`src/rtl/regfile_write_arbiter_if.sv`:
```
// regfile_write_arbiter_if: two writeback requesters plus the register file write port.
interface regfile_write_arbiter_if #(
  parameter int DATA_WIDTH = 32,
  parameter int ADDR_WIDTH = 5
);
  logic                  Req0, Gnt0, Req1, Gnt1, WrEn, Busy;
  logic [ADDR_WIDTH-1:0] WrAdr0, WrAdr1, Awr;
  logic [DATA_WIDTH-1:0] WrData0, WrData1, Din;
  modport master (
    output Req0, WrAdr0, WrData0, Req1, WrAdr1, WrData1,
    input  Gnt0, Gnt1, Awr, Din, WrEn, Busy
  );
  modport slave (
    input  Req0, WrAdr0, WrData0, Req1, WrAdr1, WrData1,
    output Gnt0, Gnt1, Awr, Din, WrEn, Busy
  );
endinterface

```
`src/rtl/regfile_write_arbiter.sv`:
```
// regfile_write_arbiter: round-robin share of one register file write port between two requesters.
// REGFILE_CLEAR_ON_RESET_EN adds a post-reset sequence writing zero to R1..R(2**ADDR_WIDTH-1).
module regfile_write_arbiter #(
  parameter int DATA_WIDTH = 32,
  parameter int ADDR_WIDTH = 5
) (
  input logic                     Clk,
  input logic                     Reset_n,
  regfile_write_arbiter_if.slave  bus
);
  logic                  gnt0_q, gnt0_d, gnt1_q, gnt1_d, wren_q, wren_d, ptr_q, ptr_d;
  logic [ADDR_WIDTH-1:0] awr_q, awr_d, clr_adr;
  logic [DATA_WIDTH-1:0] din_q, din_d;
  logic                  clearing, e0, e1, win0, win1;
`ifdef REGFILE_CLEAR_ON_RESET_EN
  typedef enum logic {CLEAR, RUN} state_e;
  state_e                state_q, state_d;
  logic [ADDR_WIDTH-1:0] cnt_q, cnt_d;
  always_ff @(posedge Clk or negedge Reset_n)
    if (!Reset_n) begin
      state_q <= CLEAR;
      cnt_q   <= ADDR_WIDTH'(1);
    end else begin
      state_q <= state_d;
      cnt_q   <= cnt_d;
    end
  always_comb begin
    state_d = state_q;
    cnt_d   = cnt_q;
    if (state_q == CLEAR) begin
      state_d = (cnt_q == '1) ? RUN : CLEAR;
      cnt_d   = (cnt_q == '1) ? cnt_q : cnt_q + ADDR_WIDTH'(1);
    end
  end
  assign clearing = state_q == CLEAR;
  assign clr_adr  = cnt_q;
`else
  assign clearing = 1'b0;
  assign clr_adr  = '0;
`endif
  // A port that is holding Gnt this cycle is still updating its request, so it sits out one edge.
  assign e0   = bus.Req0 & ~gnt0_q;
  assign e1   = bus.Req1 & ~gnt1_q;
  assign win0 = ~clearing & e0 & (~e1 | ptr_q);
  assign win1 = ~clearing & e1 & (~e0 | ~ptr_q);
  always_comb begin
    gnt0_d = win0;
    gnt1_d = win1;
    awr_d  = clearing ? clr_adr : win0 ? bus.WrAdr0 : win1 ? bus.WrAdr1 : awr_q;
    din_d  = clearing ? '0 : win0 ? bus.WrData0 : win1 ? bus.WrData1 : din_q;
    wren_d = clearing | (win0 & |bus.WrAdr0) | (win1 & |bus.WrAdr1);
    ptr_d  = win0 ? 1'b0 : win1 ? 1'b1 : ptr_q;
  end
  always_ff @(posedge Clk or negedge Reset_n)
    if (!Reset_n) begin
      gnt0_q <= 1'b0;
      gnt1_q <= 1'b0;
      wren_q <= 1'b0;
      awr_q  <= '0;
      din_q  <= '0;
      ptr_q  <= 1'b1;
    end else begin
      gnt0_q <= gnt0_d;
      gnt1_q <= gnt1_d;
      wren_q <= wren_d;
      awr_q  <= awr_d;
      din_q  <= din_d;
      ptr_q  <= ptr_d;
    end
  assign bus.Gnt0 = gnt0_q;
  assign bus.Gnt1 = gnt1_q;
  assign bus.WrEn = wren_q;
  assign bus.Awr  = awr_q;
  assign bus.Din  = din_q;
  assign bus.Busy = clearing;
endmodule

```
`src/flat_wrapper.sv`:
```
// flat-port wrapper written by rule: the top's interface ports become plain ports
module regfile_write_arbiter_flat 
#(
  parameter int DATA_WIDTH = 32,
  parameter int ADDR_WIDTH = 5
)
  (Clk, Reset_n, bus_Req0, bus_WrAdr0, bus_WrData0, bus_Req1, bus_WrAdr1, bus_WrData1, bus_Gnt0, bus_Gnt1, bus_Awr, bus_Din, bus_WrEn, bus_Busy);
  regfile_write_arbiter_if #(.DATA_WIDTH(DATA_WIDTH), .ADDR_WIDTH(ADDR_WIDTH)) bus_i ();
  input logic Clk;
  input logic Reset_n;
  input wire logic [$bits(bus_i.Req0)-1:0] bus_Req0;
  input wire logic [$bits(bus_i.WrAdr0)-1:0] bus_WrAdr0;
  input wire logic [$bits(bus_i.WrData0)-1:0] bus_WrData0;
  input wire logic [$bits(bus_i.Req1)-1:0] bus_Req1;
  input wire logic [$bits(bus_i.WrAdr1)-1:0] bus_WrAdr1;
  input wire logic [$bits(bus_i.WrData1)-1:0] bus_WrData1;
  output wire logic [$bits(bus_i.Gnt0)-1:0] bus_Gnt0;
  output wire logic [$bits(bus_i.Gnt1)-1:0] bus_Gnt1;
  output wire logic [$bits(bus_i.Awr)-1:0] bus_Awr;
  output wire logic [$bits(bus_i.Din)-1:0] bus_Din;
  output wire logic [$bits(bus_i.WrEn)-1:0] bus_WrEn;
  output wire logic [$bits(bus_i.Busy)-1:0] bus_Busy;
  assign bus_i.Req0 = bus_Req0;
  assign bus_i.WrAdr0 = bus_WrAdr0;
  assign bus_i.WrData0 = bus_WrData0;
  assign bus_i.Req1 = bus_Req1;
  assign bus_i.WrAdr1 = bus_WrAdr1;
  assign bus_i.WrData1 = bus_WrData1;
  assign bus_Gnt0 = bus_i.Gnt0;
  assign bus_Gnt1 = bus_i.Gnt1;
  assign bus_Awr = bus_i.Awr;
  assign bus_Din = bus_i.Din;
  assign bus_WrEn = bus_i.WrEn;
  assign bus_Busy = bus_i.Busy;
  regfile_write_arbiter #(.DATA_WIDTH(DATA_WIDTH), .ADDR_WIDTH(ADDR_WIDTH)) u_core (.Clk(Clk), .Reset_n(Reset_n), .bus(bus_i));
endmodule
```
`config.mk`:
```
export PLATFORM = sky130hd
export DESIGN_NAME = regfile_write_arbiter_flat
export DESIGN_NICKNAME = d
export VERILOG_FILES = /design/src/rtl/regfile_write_arbiter_if.sv /design/src/rtl/regfile_write_arbiter.sv /design/src/flat_wrapper.sv
export SDC_FILE = /design/constraint.sdc
export NUM_CORES = 1
export LEC_CHECK = 0
export CORE_UTILIZATION = 36
export CTS_CLUSTER_SIZE = 28
export DETAILED_ROUTE_END_ITERATION = 12
export PLACE_DENSITY = 0.8
export REMOVE_ABC_BUFFERS = 1
export SYNTH_ARGS = -nofsm -noshare
export SYNTH_HDL_FRONTEND = slang
export SYNTH_SLANG_ARGS = --single-unit
```
`constraint.sdc`:
```
create_clock -name Clk -period 1.5 [get_ports Clk]
set_input_delay 0.3 -clock Clk [delete_from_list [all_inputs] [get_ports Clk]]
set_output_delay 0.3 -clock Clk [all_outputs]
set_load 0.01 [all_outputs]
```
==> results.toml, run 1 <==
[die]
rows = 25
ios = 119
dieArea_um2 = 5440
initial_utilization_pct = 38.2
dieHeight_um = 73.7
core_um2 = 4850
die_x_um = 73.7

[worst_setup_path]
cp_top_family = "buffers and inverters"
crit_chain = "clkdlybuf4s50_1, nand2b_4, buf_12, or3_1, o221a_2"
cp.arrival_ns = 1.57
crit_fanout = 30
required_ns = 1.68
slowest_stage = "clkdlybuf4s50_1"
endpoint_kind = "flop"
crit_buf_inv = 2
critPathMaxStageDelay_ns = 0.51
critPathLaunchType = "primary input"
timing.rr.end = "u_core.bus.Din[18]$_DFFE_PN0P_"
reg2reg_slack_ns = 0.17
ff2ff_path_depth = 4
worst-path-stages = 5
r2r-start = "u_core.ptr_q$_DFFE_PN1P_"
worstSetupPathType = "in -> reg"

[grt]
track_usage_pct = 21.1
grt_pass1_vias = 1814
grt_first_pass_wirelength_mm = 8.53
overflow = 0
grt_max_degree = 31
antenna_found_initial = 0

[route]
vias = 1711
dr.pass1.iters = 4
routedWlPerCell_um = 15.9
remaining_drc_errors = 0
drtIter0Drc = 84
antenna_left = 0
drt_wl_total_mm = 5.32
via_per_inst = 5.12

[timing]
period_minus_slack_ns = 1.38
fin_skew_ns = 0.00639
timing.final.hold_violations = 0
clock.fmax_mhz = 723
setup_tns_ns = 0
grt_setup_unrepaired = "no"
finalCritPeriodShare_pct = 92.3
setup_viol = 0
maxSlewViolCount = 0
setup_ws_ns = 0.116

[place]
place_ws_ns = -0.166
gp_congestion = 0.769
hpwlAfterDp_mm = 3.87
io_buffers = 117

[synthesis]
ys_warn_count = 0
netlist_area_um2 = 1850
synth_cell_types = 19
synth-seq-area-share_pct = 55.4
synth-seq-cells = 41
synth_area_per_cell_um2 = 12.6
syn-instance-count = 147

[clock_network]
cts_tree = "yes"
clk_pin_slew_worst_paths_ns = 0.08
h-tree-depth = 2
clk_latency_ns = 0.29
cts.sinks = 41
cts_buffers = 5
cts_setup_buffers = 0
root_buffer = "clkbuf_8"
clk_path_buf_depth = 2

[pwr]
ir_drop_mv = 0.496
p_leak_nw = 1.38
cellPowerDensity_nw_per_um2 = 1170
power_mw = 3.83

[finish]
diodes = 0
nNetsFinal = 344
syn_to_final_growth_pct = 76.9
fin_util_pct = 67.6
drive_gt1_share_pct = 22.1

[min_path]
hp-class = "in -> async"

[status]
run_status = "completed"

[flow_run]
drv_cap = 0
state kept, by name, summed over array words and instances, names as in the netlist:
name and flops:
u_core.bus.Awr 5, u_core.bus.Din 32, u_core.bus.Gnt0 1, u_core.bus.Gnt1 1
u_core.bus.WrEn 1, u_core.ptr_q 1
synth_stat cells (all sizes together):
cell type   n  area share [%]
buf         9             3.0
o21ai       1            0.27
nor2b       1            0.34
or4         2            0.81
dfstp       1             1.4
nor2        3            0.61
conb        1            0.20
or3        37              12
a21oi       1            0.27
dfrtp      40              54
inv         2            0.41
nand2b      2             1.1
o32ai       1            0.47
and3b       1            0.47
clkbuf      8             1.6
o221a      37              22
through the flow:
stage / hold slack [ns] / instance area, um2 / cells
2_1_floorplan: 0.00441 / 1770 / 130
5_1_grt: 0.472 / 3280 / 334
3_3_place_gp: 0.218 / 3170 / 325
6_report: 0.443 / 3280 / 334
4_1_cts: 0.451 / 3250 / 334
3_5_place_dp: 0.219 / 3170 / 325
layout by cell type (no fill, tap or decap):
cell             synthesis  final
clkinv_2                 0      1
dlygate4sd2_1            0     28
dfstp_2                  1      1
clkdlybuf4s50_1          0     76
dlymetal6s2s_1           0     12
inv_1                    2      2
or3_1                   37     37
dfrtp_1                 40     40
clkbuf_1                 8      1
o32ai_1                  1      1
o221a_2                 37     37
nand2b_1                 1      1
nor2b_1                  1      1
buf_12                   0      5
o21ai_2                  0      1
or4_1                    2      2
and3b_1                  1      1
nor2_1                   3      3
a21oi_1                  1      1
clkbuf_8                 0      5
bufinv_16                0      1
nand2b_4                 1      1
buf_2                    6      1
dlygate4sd3_1            0      1
conb_1                   1      1
buf_4                    2      6
timing repair:
item,in CTS,in global routing
hold buffers,1,0
hold endpoints to repair,12,0
gates resized for setup,28,12
endpoints found under the setup margin,28,12
layer usage:
metal | track usage, % | wire length, um
met1 | 25.2 | 2220
met2 | 35.4 | 2610
met3 | 7.54 | 453
met4 | 6.62 | 39
met5 | 0 | 0
cell families (layout without fill, tap and decap cells):
kind of cell    Yosys count  in the layout  share of synthesized area, %
simple gates             46             46                          15.8
compound gates           40             40                          23.5
buf+inv                  19            139                          5.06
flops                    41             41                          55.4
other cells               1              1                         0.202
worst max-delay path by stage:
stage	startpoint	endpoint	slack (ns)
finish	bus_Req1	u_core.bus.Din[18]$_DFFE_PN0P_	0.12
global placement	bus_Req1	u_core.bus.Din[24]$_DFFE_PN0P_	-0.15
global route	bus_Req0	u_core.bus.Din[24]$_DFFE_PN0P_	0.10
detailed placement	bus_Req1	u_core.bus.Din[18]$_DFFE_PN0P_	-0.17
floorplan	u_core.bus.Gnt1$_DFF_PN0_	u_core.bus.Awr[0]$_DFFE_PN0P_	-0.98
CTS	u_core.bus.Din[12]$_DFFE_PN0P_	bus_Din[12]	0.0009
area by class of cell:
type                       count  area, um2
fill                         383       1570
tap                           67       83.8
clock inverter                 2       35.0
inverter                       2       7.51
clock buffer                   6       72.6
sequential                    41       1030
timing repair buffer         129       1320
multi-input combinational     87        736
where the power goes:
part / switching [mW] / internal (mW) / leakage (nW) / total [mW]
clock network: 0.370 / 0.494 / 0.0552 / 0.864
registers: 0.165 / 1.39 / 0.457 / 1.55
logic: 0.573 / 0.847 / 0.869 / 1.42
(Power assumes the default switching activity.)
==> run 2, diff against run 1 <==
--- a/config.mk
+++ b/config.mk
@@ -6,6 +6,7 @@
 export NUM_CORES = 1
 export LEC_CHECK = 0
 export CORE_UTILIZATION = 36
+export CTS_CLUSTER_DIAMETER = 150
 export CTS_CLUSTER_SIZE = 28
 export DETAILED_ROUTE_END_ITERATION = 12
 export PLACE_DENSITY = 0.8
==> constraint.sdc (replaced) <==
create_clock -name Clk -period 1.5 [get_ports Clk]
set_input_delay 0.225 -clock Clk [delete_from_list [all_inputs] [get_ports Clk]]
set_output_delay 0.225 -clock Clk [all_outputs]
set_load 0.01 [all_outputs]
==> run 2 against run 1 <==
Die area unchanged. Cell count down 0.30%. Sequential share of layout area about the same. Core utilization down 0.052 points. Final area about the same. Sequential cell count unchanged. Register-to-register slack about the same. Critical path depth down 4. Sequential power about the same. Critical path type is now reg -> out. Critical endpoint is now bus_Din[23]. Largest cell class unchanged. Largest power group is now combinational logic.
==> results.toml, run 2 (same netlist as run 1, synthesis figures left out) <==
[finish]
syn_to_final_growth_pct = 76.8
fin_util_pct = 67.6
diodes = 0
final_cell_mix = "116 x clkdlybuf4s50_1, 40 x dfrtp_1, 37 x or3_1, 37 x o221a_2"
drive_gt1_share_pct = 21.8
layout_commonest_cell = "clkdlybuf4s50_1"
nNetsFinal = 343
largest_reg_flops = 32

[die]
dieHeight_um = 73.7
dieArea_um2 = 5440
core_um2 = 4850
initial_utilization_pct = 38.2
rows = 25
die_x_um = 73.7
ios = 119

[grt]
grt_max_degree = 31
grt_first_pass_wirelength_mm = 8.71
track_usage_pct = 21.1
grt_pass1_vias = 1824
antenna_found_initial = 0
overflow = 0

[timing]
finalCritPeriodShare_pct = 96.3
setup_viol = 0
grt_setup_unrepaired = "no"
fin_skew_ns = 0.00610
period_minus_slack_ns = 1.44
timing.final.hold_violations = 0
setup_ws_ns = 0.0557
clock.fmax_mhz = 692
maxSlewViolCount = 0

[worst_setup_path]
r2r-start = "u_core.ptr_q$_DFFE_PN1P_"
cp.arrival_ns = 1.22
cp_top_family = "buffers and inverters"
reg2reg_slack_ns = 0.16
critPathMaxStageDelay_ns = 0.56
crit_chain = "clkdlybuf4s50_1"
endpoint_kind = "output port"
timing.rr.end = "u_core.bus.Din[31]$_DFFE_PN0P_"
crit_fanout = 2
crit_buf_inv = 1
ff2ff_path_depth = 4
required_ns = 1.27
slowest_stage = "clkdlybuf4s50_1"
worstSetupPathType = "reg -> out"
critPathLaunchType = "flop"

[route]
routedWlPerCell_um = 16.4
drt_wl_total_mm = 5.46
dr.pass1.iters = 4
vias = 1773
drtIter0Drc = 93
antenna_left = 0
via_per_inst = 5.32
remaining_drc_errors = 0

[clock_network]
root_buffer = "clkbuf_8"
clk_latency_ns = 0.29
h-tree-depth = 2
cts_tree = "yes"
post_cts_resized = 0
clk_path_buf_depth = 2
cts_setup_buffers = 0
cts_buffers = 5
clk_pin_slew_worst_paths_ns = 0.08
cts.sinks = 41
hold_buffers = 1

[pwr]
cellPowerDensity_nw_per_um2 = 1220
p_leak_nw = 1.27
ir_drop_mv = 0.705

[flow_run]
drv_cap = 0

[min_path]
hp-class = "in -> async"

[place]
io_buffers = 117
gp_congestion = 0.769
hpwlAfterDp_mm = 3.99
place_ws_ns = -0.116

[status]
run_status = "completed"
==> run 2: cell count changes in the layout (fill, tap and decap cells not counted) <==
cell / previous run / this run
buf_4: 6 / 5
clkdlybuf4s50_1: 76 / 116
dlygate4sd2_1: 28 / 0
dlymetal6s2s_1: 12 / 0
==> run 2: power by group <==
part / internal, mW / switching (mW) / leakage (nW)
registers: 1.39 / 0.172 / 0.457
clock network: 0.494 / 0.376 / 0.0552
logic: 0.999 / 0.577 / 0.755
total: 2.88 / 1.12 / 1.27
==> run 2: stage by stage <==
step                      power (mW)  std cells  instance area [um2]  hold WS [ns]  setup TNS, ns
after floorplan                 2.14        130                 1770       -0.0706         -37.85
after global placement          3.13        324                 3160         0.144          -2.61
after detailed placement        3.16        324                 3160         0.154          -2.93
after CTS                       4.04        333                 3280         0.380              0
after global routing            4.22        333                 3280         0.383              0
final                           4.00        333                 3280         0.370              0
==> run 2: routing by layer <==
layer / routed length (um) / share of wire (%) / up-vias / global-route usage (%)
met2: 2680 / 49 / 90 / 35.7
li1: - / - / 820 / -
met1: 2190 / 40 / 855 / 25.5
met3: 528 / 9.7 / 8 / 8.23
met5: 0 / 0 / - / 0
met4: 64 / 1.2 / 0 / 4.49
==> run 2: worst max-delay path by stage <==
stage	startpoint	endpoint	slack (ns)	depth (start not counted)
finish	u_core.bus.Din[23]$_DFFE_PN0P_	bus_Din[23]	0.06	1
global route	u_core.bus.Awr[2]$_DFFE_PN0P_	bus_Awr[2]	0.003	1
CTS	u_core.bus.Din[23]$_DFFE_PN0P_	bus_Din[23]	0.04	1
detailed placement	bus_Req1	u_core.bus.Din[31]$_DFFE_PN0P_	-0.12	5
global placement	bus_Req1	u_core.bus.Din[15]$_DFFE_PN0P_	-0.08	5
floorplan	u_core.bus.Gnt1$_DFF_PN0_	u_core.bus.Awr[0]$_DFFE_PN0P_	-0.98	3
==> run 2: cell type report <==
| cell class | count | area (um2) |
|---|---|---|
| clock buffer | 6 | 72.6 |
| timing repair buffer | 128 | 1310 |
| clock inverter | 2 | 35.0 |
| inverter | 2 | 7.51 |
| sequential | 41 | 1030 |
| tap | 67 | 83.8 |
| fill | 394 | 1570 |
| multi-input combinational | 87 | 736 |
==> run 2: worst register-to-register path, stage by stage (launching register included) <==
cell	delay, ns
dfstp_2	0.38
and3b_1	0.22
buf_12	0.17
or3_1	0.33
o221a_2	0.14
